==> src/rtl/conv_seq_pkg.sv <==
// Shared definitions for the conv_seq_apb descriptor-queue control block:
// register offsets, CTRL/STATUS/IRQ bit positions, sequencer states, descriptor layout.
package conv_seq_pkg;

  localparam int P_CMD_W  = 3;
  localparam int P_CH_W   = 9;
  localparam int P_FLEN_W = 6;

  localparam int REG_CTRL     = 'h00;
  localparam int REG_CFG_IN   = 'h04;
  localparam int REG_CFG_OUT  = 'h08;
  localparam int REG_CFG_MISC = 'h0C;
  localparam int REG_STATUS   = 'h10;
  localparam int REG_IRQ      = 'h14;
  localparam int REG_IRQ_EN   = 'h18;

  localparam int CTRL_PUSH     = 0;
  localparam int CTRL_SET_F    = 1;
  localparam int CTRL_SET_B    = 2;
  localparam int CTRL_RTR_RESP = 3;
  localparam int CTRL_TD_RESP  = 4;
  localparam int CTRL_FLUSH    = 5;

  localparam int ST_BUSY  = 0;
  localparam int ST_EMPTY = 1;
  localparam int ST_FULL  = 2;
  localparam int ST_RTR   = 3;
  localparam int ST_TD    = 4;

  localparam int IRQ_LAYER = 0;
  localparam int IRQ_DRAIN = 1;
  localparam int IRQ_RTR   = 2;
  localparam int IRQ_W     = 3;

  typedef enum logic [1:0] {
    S_IDLE   = 2'd0,
    S_LAUNCH = 2'd1,
    S_RUN    = 2'd2
  } seq_state_e;

  typedef struct packed {
    logic [P_CMD_W-1:0]  cmd;
    logic [P_CH_W-1:0]   inch;
    logic [P_CH_W-1:0]   outch;
    logic [P_FLEN_W-1:0] flen;
  } desc_t;

endpackage

==> src/rtl/conv_seq_apb_if.sv <==
// APB3 slave-side bundle for conv_seq_apb; signal names follow the bus standard.
interface conv_seq_apb_if #(
  parameter int ADDR_W = 16
) ();
  logic [ADDR_W-1:0] PADDR;
  logic              PSEL;
  logic              PENABLE;
  logic              PWRITE;
  logic [31:0]       PWDATA;
  logic [31:0]       PRDATA;
  logic              PREADY;
  logic              PSLVERR;

  modport master (
    output PADDR, PSEL, PENABLE, PWRITE, PWDATA,
    input  PRDATA, PREADY, PSLVERR
  );

  modport slave (
    input  PADDR, PSEL, PENABLE, PWRITE, PWDATA,
    output PRDATA, PREADY, PSLVERR
  );
endinterface

==> src/rtl/conv_desc_fifo.sv <==
// Synchronous descriptor FIFO with count/full/empty, simultaneous push+pop, and a
// flush that takes effect before a same-cycle push.
module conv_desc_fifo #(
  parameter int QDEPTH = 4,
  parameter int DW     = 27
) (
  input  logic                      CLK,
  input  logic                      RESET,
  input  logic                      i_push,
  input  logic                      i_pop,
  input  logic                      i_flush,
  input  logic [DW-1:0]             i_data,
  output logic [DW-1:0]             o_data,
  output logic [$clog2(QDEPTH):0]   o_count,
  output logic                      o_full,
  output logic                      o_empty
);
  localparam int PW = $clog2(QDEPTH);

  logic [DW-1:0] r_mem [QDEPTH];
  logic [PW-1:0] r_wr_ptr, r_rd_ptr;
  logic [PW:0]   r_count;
  logic          w_do_push, w_do_pop;
  logic [PW-1:0] w_wr_addr;

  assign o_empty   = (r_count == '0);
  assign o_full    = (r_count == (PW+1)'(QDEPTH));
  assign o_count   = r_count;
  assign o_data    = r_mem[r_rd_ptr];
  assign w_do_pop  = i_pop & ~o_empty & ~i_flush;
  assign w_do_push = i_push & (i_flush | ~o_full | w_do_pop);
  assign w_wr_addr = i_flush ? '0 : r_wr_ptr;

  // NOTE: sequential state uses non-blocking assignments so every flop samples pre-edge values.
  always_ff @(posedge CLK) begin
    if (RESET) begin
      r_wr_ptr <= '0;
      r_rd_ptr <= '0;
      r_count  <= '0;
    end else if (i_flush) begin
      r_rd_ptr <= '0;
      r_wr_ptr <= PW'(w_do_push);
      r_count  <= (PW+1)'(w_do_push);
    end else begin
      if (w_do_push) r_wr_ptr <= r_wr_ptr + 1'b1;
      if (w_do_pop)  r_rd_ptr <= r_rd_ptr + 1'b1;
      if (w_do_push && !w_do_pop)      r_count <= r_count + 1'b1;
      else if (w_do_pop && !w_do_push) r_count <= r_count - 1'b1;
    end
  end

  // NOTE: storage is not reset; the count gates every read so stale entries are never observed.
  always_ff @(posedge CLK) begin
    if (w_do_push) r_mem[w_wr_addr] <= i_data;
  end

endmodule

==> src/rtl/conv_seq_apb.sv <==
// APB descriptor-queue sequencer for the conv core: staging regs, FIFO, launch FSM,
// handshake flags and layer counter. Optional IRQ block under `CONV_SEQ_IRQ_EN.
module conv_seq_apb
  import conv_seq_pkg::*;
#(
  parameter int ADDR_W = 16,
  parameter int CMD_W  = P_CMD_W,
  parameter int CH_W   = P_CH_W,
  parameter int FLEN_W = P_FLEN_W,
  parameter int QDEPTH = 4,
  parameter int CNT_W  = 16
) (
  input  logic              CLK,
  input  logic              RESET,
  conv_seq_apb_if.slave     apb,
  output logic              conv_start,
  input  logic              conv_done,
  output logic [CMD_W-1:0]  COMMAND,
  output logic [CH_W-1:0]   InCh,
  output logic [CH_W-1:0]   OutCh,
  output logic [FLEN_W-1:0] FLength,
  output logic              F_writedone,
  input  logic              F_writedone_respond,
  output logic              B_writedone,
  input  logic              B_writedone_respond,
  input  logic              rdy_to_transmit,
  output logic              rdy_to_transmit_respond,
  input  logic              transmit_done,
  output logic              transmit_done_respond,
  output logic              irq
);
  localparam int CW = $clog2(QDEPTH) + 1;
  localparam int DW = $bits(desc_t);

  logic [ADDR_W-1:0] w_addr;
  logic w_setup, w_access, w_slverr, w_wr, w_wr_ctrl, w_mapped;
  logic w_hit_ctrl, w_hit_in, w_hit_out, w_hit_misc, w_hit_status, w_hit_irq, w_hit_irq_en;
  logic w_push, w_pop, w_flush, w_full, w_empty, w_busy, w_layer_done;
  logic [CW-1:0] w_count;
  logic [DW-1:0] w_head;
  logic [31:0] w_rdata, w_irq_rd, w_irq_en_rd;
  seq_state_e r_state, w_next;
  desc_t r_stage, r_active;
  logic [CNT_W-1:0] r_layer_cnt;
  logic [31:0] r_prdata;
  logic r_f_done, r_b_done, r_rtr_resp, r_td_resp;

  assign w_addr       = apb.PADDR;
  assign w_setup      = apb.PSEL & ~apb.PENABLE;
  assign w_access     = apb.PSEL & apb.PENABLE;
  assign w_hit_ctrl   = (w_addr == ADDR_W'(REG_CTRL));
  assign w_hit_in     = (w_addr == ADDR_W'(REG_CFG_IN));
  assign w_hit_out    = (w_addr == ADDR_W'(REG_CFG_OUT));
  assign w_hit_misc   = (w_addr == ADDR_W'(REG_CFG_MISC));
  assign w_hit_status = (w_addr == ADDR_W'(REG_STATUS));
  assign w_hit_irq    = (w_addr == ADDR_W'(REG_IRQ));
  assign w_hit_irq_en = (w_addr == ADDR_W'(REG_IRQ_EN));
  assign w_mapped     = w_hit_ctrl | w_hit_in | w_hit_out | w_hit_misc |
                        w_hit_status | w_hit_irq | w_hit_irq_en;

  // A flush in the same write frees space, so only a push without flush can overflow.
  assign w_slverr = w_access & (~w_mapped | (apb.PWRITE & w_hit_status) |
                    (apb.PWRITE & w_hit_ctrl & apb.PWDATA[CTRL_PUSH] &
                     ~apb.PWDATA[CTRL_FLUSH] & w_full));
  assign w_wr      = w_access & apb.PWRITE & ~w_slverr;
  assign w_wr_ctrl = w_wr & w_hit_ctrl;
  assign w_push    = w_wr_ctrl & apb.PWDATA[CTRL_PUSH];
  assign w_flush   = w_wr_ctrl & apb.PWDATA[CTRL_FLUSH];
  assign w_pop     = (r_state == S_IDLE) & ~w_empty & ~w_flush;

  assign apb.PSLVERR = w_slverr;
  assign apb.PREADY  = 1'b1;
  assign apb.PRDATA  = r_prdata;

  conv_desc_fifo #(.QDEPTH(QDEPTH), .DW(DW)) u_fifo (
    .CLK     (CLK),
    .RESET   (RESET),
    .i_push  (w_push),
    .i_pop   (w_pop),
    .i_flush (w_flush),
    .i_data  (r_stage),
    .o_data  (w_head),
    .o_count (w_count),
    .o_full  (w_full),
    .o_empty (w_empty)
  );

  always_ff @(posedge CLK) begin
    if (RESET) r_state <= S_IDLE;
    else       r_state <= w_next;
  end

  // NOTE: every always_comb output gets a default first so no latch can be inferred.
  always_comb begin
    w_next = r_state;
    unique case (r_state)
      S_IDLE:   if (w_pop) w_next = S_LAUNCH;
      S_LAUNCH: w_next = S_RUN;
      S_RUN:    if (conv_done) w_next = S_IDLE;
      default:  w_next = S_IDLE;
    endcase
  end

  always_comb begin
    conv_start   = (r_state == S_LAUNCH);
    w_busy       = (r_state != S_IDLE);
    w_layer_done = (r_state == S_RUN) & conv_done;
  end

  always_ff @(posedge CLK) begin
    if (RESET) begin
      r_stage     <= '0;
      r_active    <= '0;
      r_layer_cnt <= '0;
      r_f_done    <= 1'b0;
      r_b_done    <= 1'b0;
      r_rtr_resp  <= 1'b0;
      r_td_resp   <= 1'b0;
      r_prdata    <= '0;
    end else begin
      if (w_wr && w_hit_in)  r_stage.inch  <= apb.PWDATA[CH_W-1:0];
      if (w_wr && w_hit_out) r_stage.outch <= apb.PWDATA[CH_W-1:0];
      if (w_wr && w_hit_misc) begin
        r_stage.cmd  <= apb.PWDATA[CMD_W-1:0];
        r_stage.flen <= apb.PWDATA[FLEN_W+7:8];
      end
      if (w_pop)        r_active    <= desc_t'(w_head);
      if (w_layer_done) r_layer_cnt <= r_layer_cnt + 1'b1;
      // A set in the same cycle as the core's acknowledge wins.
      if (w_wr_ctrl && apb.PWDATA[CTRL_SET_F]) r_f_done <= 1'b1;
      else if (F_writedone_respond)            r_f_done <= 1'b0;
      if (w_wr_ctrl && apb.PWDATA[CTRL_SET_B]) r_b_done <= 1'b1;
      else if (B_writedone_respond)            r_b_done <= 1'b0;
      r_rtr_resp <= w_wr_ctrl & apb.PWDATA[CTRL_RTR_RESP];
      r_td_resp  <= w_wr_ctrl & apb.PWDATA[CTRL_TD_RESP];
      if (w_setup) r_prdata <= w_rdata;
    end
  end

`ifdef CONV_SEQ_IRQ_EN
  logic [IRQ_W-1:0] r_irq, r_irq_en, w_irq_set, w_irq_clr;
  logic             r_rtr_d;

  always_comb begin
    w_irq_set            = '0;
    w_irq_set[IRQ_LAYER] = w_layer_done;
    w_irq_set[IRQ_DRAIN] = w_layer_done & w_empty;
    w_irq_set[IRQ_RTR]   = rdy_to_transmit & ~r_rtr_d;
    w_irq_clr            = (w_wr && w_hit_irq) ? apb.PWDATA[IRQ_W-1:0] : '0;
  end

  always_ff @(posedge CLK) begin
    if (RESET) begin
      r_irq    <= '0;
      r_irq_en <= '0;
      r_rtr_d  <= 1'b0;
    end else begin
      r_rtr_d <= rdy_to_transmit;
      r_irq   <= (r_irq & ~w_irq_clr) | w_irq_set;
      if (w_wr && w_hit_irq_en) r_irq_en <= apb.PWDATA[IRQ_W-1:0];
    end
  end

  assign irq         = |(r_irq & r_irq_en);
  assign w_irq_rd    = 32'(r_irq);
  assign w_irq_en_rd = 32'(r_irq_en);
`else
  assign irq         = 1'b0;
  assign w_irq_rd    = '0;
  assign w_irq_en_rd = '0;
`endif

  always_comb begin
    w_rdata = '0;
    if (w_hit_in) begin
      w_rdata[CH_W-1:0] = r_stage.inch;
    end else if (w_hit_out) begin
      w_rdata[CH_W-1:0] = r_stage.outch;
    end else if (w_hit_misc) begin
      w_rdata[CMD_W-1:0]    = r_stage.cmd;
      w_rdata[FLEN_W+7:8]   = r_stage.flen;
    end else if (w_hit_status) begin
      w_rdata[ST_BUSY]  = w_busy;
      w_rdata[ST_EMPTY] = w_empty;
      w_rdata[ST_FULL]  = w_full;
      w_rdata[ST_RTR]   = rdy_to_transmit;
      w_rdata[ST_TD]    = transmit_done;
      w_rdata[15:8]     = 8'(w_count);
      w_rdata[31:16]    = 16'(r_layer_cnt);
    end else if (w_hit_irq) begin
      w_rdata = w_irq_rd;
    end else if (w_hit_irq_en) begin
      w_rdata = w_irq_en_rd;
    end
  end

  assign COMMAND                 = r_active.cmd;
  assign InCh                    = r_active.inch;
  assign OutCh                   = r_active.outch;
  assign FLength                 = r_active.flen;
  assign F_writedone             = r_f_done;
  assign B_writedone             = r_b_done;
  assign rdy_to_transmit_respond = r_rtr_resp;
  assign transmit_done_respond   = r_td_resp;

endmodule

==> src/flat_wrapper.sv <==
// flat-port wrapper written by rule: the top's interface ports become plain ports
module conv_seq_apb_flat import conv_seq_pkg::*;
#(
  parameter int ADDR_W = 16,
  parameter int CMD_W  = P_CMD_W,
  parameter int CH_W   = P_CH_W,
  parameter int FLEN_W = P_FLEN_W,
  parameter int QDEPTH = 4,
  parameter int CNT_W  = 16
)
  (CLK, RESET, conv_start, conv_done, COMMAND, InCh, OutCh, FLength, F_writedone, F_writedone_respond, B_writedone, B_writedone_respond, rdy_to_transmit, rdy_to_transmit_respond, transmit_done, transmit_done_respond, irq, apb_PADDR, apb_PSEL, apb_PENABLE, apb_PWRITE, apb_PWDATA, apb_PRDATA, apb_PREADY, apb_PSLVERR);
  conv_seq_apb_if #(.ADDR_W(ADDR_W)) apb_i ();
  input  logic CLK;
  input  logic RESET;
  output logic conv_start;
  input  logic conv_done;
  output logic [CMD_W-1:0] COMMAND;
  output logic [CH_W-1:0] InCh;
  output logic [CH_W-1:0] OutCh;
  output logic [FLEN_W-1:0] FLength;
  output logic F_writedone;
  input  logic F_writedone_respond;
  output logic B_writedone;
  input  logic B_writedone_respond;
  input  logic rdy_to_transmit;
  output logic rdy_to_transmit_respond;
  input  logic transmit_done;
  output logic transmit_done_respond;
  output logic irq;
  input wire logic [$bits(apb_i.PADDR)-1:0] apb_PADDR;
  input wire logic [$bits(apb_i.PSEL)-1:0] apb_PSEL;
  input wire logic [$bits(apb_i.PENABLE)-1:0] apb_PENABLE;
  input wire logic [$bits(apb_i.PWRITE)-1:0] apb_PWRITE;
  input wire logic [$bits(apb_i.PWDATA)-1:0] apb_PWDATA;
  output wire logic [$bits(apb_i.PRDATA)-1:0] apb_PRDATA;
  output wire logic [$bits(apb_i.PREADY)-1:0] apb_PREADY;
  output wire logic [$bits(apb_i.PSLVERR)-1:0] apb_PSLVERR;
  assign apb_i.PADDR = apb_PADDR;
  assign apb_i.PSEL = apb_PSEL;
  assign apb_i.PENABLE = apb_PENABLE;
  assign apb_i.PWRITE = apb_PWRITE;
  assign apb_i.PWDATA = apb_PWDATA;
  assign apb_PRDATA = apb_i.PRDATA;
  assign apb_PREADY = apb_i.PREADY;
  assign apb_PSLVERR = apb_i.PSLVERR;
  conv_seq_apb #(.ADDR_W(ADDR_W), .CMD_W(CMD_W), .CH_W(CH_W), .FLEN_W(FLEN_W), .QDEPTH(QDEPTH), .CNT_W(CNT_W)) u_core (.CLK(CLK), .RESET(RESET), .apb(apb_i), .conv_start(conv_start), .conv_done(conv_done), .COMMAND(COMMAND), .InCh(InCh), .OutCh(OutCh), .FLength(FLength), .F_writedone(F_writedone), .F_writedone_respond(F_writedone_respond), .B_writedone(B_writedone), .B_writedone_respond(B_writedone_respond), .rdy_to_transmit(rdy_to_transmit), .rdy_to_transmit_respond(rdy_to_transmit_respond), .transmit_done(transmit_done), .transmit_done_respond(transmit_done_respond), .irq(irq));
endmodule
==> config.mk <==
export PLATFORM = sky130hd
export DESIGN_NAME = conv_seq_apb_flat
export DESIGN_NICKNAME = d
export VERILOG_FILES = /design/src/rtl/conv_seq_pkg.sv /design/src/rtl/conv_seq_apb_if.sv /design/src/rtl/conv_desc_fifo.sv /design/src/rtl/conv_seq_apb.sv /design/src/flat_wrapper.sv
export SDC_FILE = /design/constraint.sdc
export NUM_CORES = 1
export LEC_CHECK = 0
export ABC_CLOCK_PERIOD_IN_PS = 5200
export BUFFER_PORTS_ARGS = -buffer_cell sky130_fd_sc_hd__buf_2
export CAP_MARGIN = 10
export CORE_ASPECT_RATIO = 0.6
export CORE_MARGIN = 2
export CORE_UTILIZATION = 57
export DETAILED_ROUTE_END_ITERATION = 10
export PLACE_DENSITY_LB_ADDON = 0.2
export SLEW_MARGIN = 10
export SYNTH_ARGS = -nofsm -noshare
export SYNTH_HDL_FRONTEND = slang
export SYNTH_SLANG_ARGS = --single-unit
==> constraint.sdc <==
create_clock -name CLK -period 5.2 [get_ports CLK]
set_input_delay 0.78 -clock CLK [delete_from_list [all_inputs] [get_ports CLK]]
set_output_delay 0.78 -clock CLK [all_outputs]
set_load 0.02 [all_outputs]
==> run_results.csv <==
group,metric,value,unit
run_status,run_status,"finished, final reports clean",
drt,via_count,5836,
drt,drt-initial-drc-count,522,
drt,met3_length,1360,um
sta,finClkSkew,12.1,ps
sta,tns,0,ps
floorplanning,dieWidth,163,um
worst_setup_path,cp.arrival,2260,ps
synthesis,synth.most_common_cell,"dfxtp_1",
worst_setup_path,crit_fanout,11,
floorplanning,die-area,16200,um^2
sta,report.final.slew_viol_count,0,
sta,tightest_slew,1140,ps
synthesis,syn_area_per_cell,12.2,um^2
clock_network,clock_sinks,221,
synthesis,syn_inst,704,
clock_network,path_clk_slew,60,ps
sta,slew_headroom,0.238,
clock_network,cts_resized,0,
drt,top_layer,"met4",
worst_setup_path,crit_required,4420,ps
synthesis,yosys_warnings,0,
flow_run,max_cap_viol_count,0,
place,dp_slack,1820,ps
pwr,p_leak,3.39,nW
pwr,ir_drop,0.279,mV
clock_network,holdBufCountCts,0,
clock_network,cts_root_buf,"clkbuf_16",
clock_network,cts_made_buffers,20,
clock_network,worstSkewPairLatency,500,ps
drt,route.met2.wl,8780,um
synthesis,synth_ff_type,"dfxtp_1",
global_route,gr-usage-all-layers,0.242,
synthesis,ys_top_cells_by_area,"edfxtp_1 (38%), dfxtp_1 (26%), mux4_2 (7.1%)",
drt,vias_per_cell,5.81,
clock_network,ctsLongestPathBuffers,3,
clock_network,htreeDepth,1,
floorplanning,io_pins,125,
cells_and_area,instances_no_fill,1004,
synthesis,yosysTopAreaCell,"edfxtp_1",
synthesis,synth_area,8620,um^2
global_route,antenna_found_initial,0,
sta,min_period,3040,ps
drt,drc_errors,0,
cells_and_area,fillers,1098,
worst_setup_path,crit_path_end_kind,"output port",
synthesis,ys_types,59,
sta,worst_slack,2160,ps
sta,setup_viol,0,
sta,hold_viol_final,0,
pwr,p_per_area,424,nW/um^2
worst_setup_path,ff2ff_setup_slack,2410,ps
synthesis,synth_top_area_frac,0.376,
cells_and_area,areaGrowthSynthToFinish,14.3,%
floorplanning,num_rows,34,
synthesis,synth_edf_count,108,
cells_and_area,final_nets,852,
cells_and_area,antenna_cells,0,
min_path,min_path_type,"reg -> reg",
drt,ant_nets,0,
synthesis,synth_seq_cells,221,
drt,drt-total-wl,18900,um
floorplanning,coreArea,14600,um^2
cells_and_area,drive_gt1_frac,0.233,
clock_network,cts_tree,"done",
clock_network,cts_setup_buffers,0,
floorplanning,start_util,0.589,
drt,drt-met1-wl,8380,um
place,port_buffers,102,
global_route,first_global_vias,5851,
synthesis,synth_common_cells,"dfxtp_1 (113), edfxtp_1 (108), nand2_1 (98)",
drt,wire_per_inst,18.8,um
global_route,grt_max_degree,113,
synthesis,async_flop_share,0,
synthesis,ys_seq_area_frac,0.639,
place,gp_congestion,0.841,
sta,fmax,329,MHz
floorplanning,fp.dieH,99.3,um
place,placedCellCount,968,
sta,rsz0062_at_grt,"false",
worst_setup_path,crit_type,"in -> out",
place,dp_hpwl,12400,um
sta,finalCritPeriodShare,0.585,
worst_setup_path,cp-start-kind,"primary input",
global_route,overflow,0,
drt,dr.pass1.iters,5,
global_route,grt_pass1_wl,30200,um
## sequential cells by signal (all words and copies together) (netlist names), 3 cells and up
signal                 flops
u_core.u_fifo.o_count      3
u_core.OutCh               9
u_core.r_stage            27
u_core.apb.PRDATA         30
u_core.u_fifo.r_mem      108
u_core.FLength             6
u_core.InCh                9
u_core.COMMAND             3
u_core.r_layer_cnt        16
## where the power goes
part	internal, W	total, W	switching (W)
clock network	0.000733	0.00134	0.000611
registers	0.00192	0.00205	0.000127
logic	0.000291	0.000793	0.000502
total	0.00294	0.00418	0.00124
## area by class of cell
| cell class | count | area [um^2] | share of cell area |
|---|---|---|---|
| well taps | 198 | 248 | 0.0251 |
| clock buffers | 29 | 544 | 0.0552 |
| repair buffers | 109 | 566 | 0.0574 |
| multi-input cells | 436 | 2930 | 0.298 |
| flip-flops and latches | 221 | 5510 | 0.559 |
| clock inverters | 7 | 45.0 | 0.00457 |
| inverters | 4 | 15.0 | 0.00152 |
## layer usage
metal / track usage / vias up
li1: - / 2717
met1: 0.349 / 2851
met2: 0.386 / 232
met3: 0.0388 / 36
met4: 0.0667 / 0
met5: 0 / -
## through the flow
| stage | power [W] | cell area [um^2] | util | hold WS, ps |
|---|---|---|---|---|
| 2_1_floorplan | 0.00265 | 8630 | - | 453 |
| 3_3_place_gp | 0.00285 | 9270 | 0.633 | 438 |
| 3_5_place_dp | 0.00288 | 9270 | 0.633 | 443 |
| 4_1_cts | 0.00421 | 9860 | 0.674 | 452 |
| 5_1_grt | 0.00439 | 9860 | 0.674 | 471 |
| 6_report | 0.00418 | 9860 | 0.674 | 452 |
## worst max-delay path, stage by stage
cell,delay (ps)
buf_2,190
nor4b_1,620
a21oi_1,180
nor2_1,120
nand2_1,60
a31oi_1,120
buf_2,190
## cells in the final DEF (no fill, tap or decap), types with 2 or more instances in the layout
cell type,n
a211o_1,2
a21oi_1,69
a221oi_1,5
a22oi_1,4
a31oi_1,3
and3_1,5
and4_1,2
buf_2,101
buf_4,8
clkbuf_1,8
clkbuf_16,20
clkinv_2,5
conb_1,4
dfxtp_1,112
edfxtp_1,108
inv_1,4
mux2i_1,26
mux4_2,27
nand2_1,98
nand2_2,4
nand2b_1,3
nand3_1,29
nand4_1,7
nor2_1,59
nor2_4,2
nor2b_1,6
nor3_1,14
nor3_2,2
nor3b_1,4
nor4_2,2
nor4b_1,3
o21ai_0,9
or3_1,6
or4_4,2
xnor2_1,4
xor2_1,10
## cells by family (layout without fill, tap and decap cells)
logic type	count (synthesis)	in the layout	share of synthesized area
mux	54	54	0.102
other cells	2	4	0.000871
flops	221	221	0.639
fa+ha+maj	2	2	0.00377
compound gates	101	101	0.0669
buf+inv	49	149	0.0267
xor+xnor	14	14	0.0142
simple gates	261	261	0.147
## worst paths after layout
path                                         start                               endpoint  depth (start not counted)
min             u_core.apb.PRDATA[31]$_SDFFE_PP0P_     u_core.apb.PRDATA[31]$_SDFFE_PP0P_                          2
min reg2reg     u_core.apb.PRDATA[31]$_SDFFE_PP0P_     u_core.apb.PRDATA[31]$_SDFFE_PP0P_                          2
max                                  apb_PWDATA[5]                            apb_PSLVERR                          7
max reg2reg  u_core.u_fifo.o_count[0]$_SDFFE_PP0P_  u_core.u_fifo.o_count[1]$_SDFFE_PP0P_                          8
Note: power is estimated with default switching activity, not from simulation.
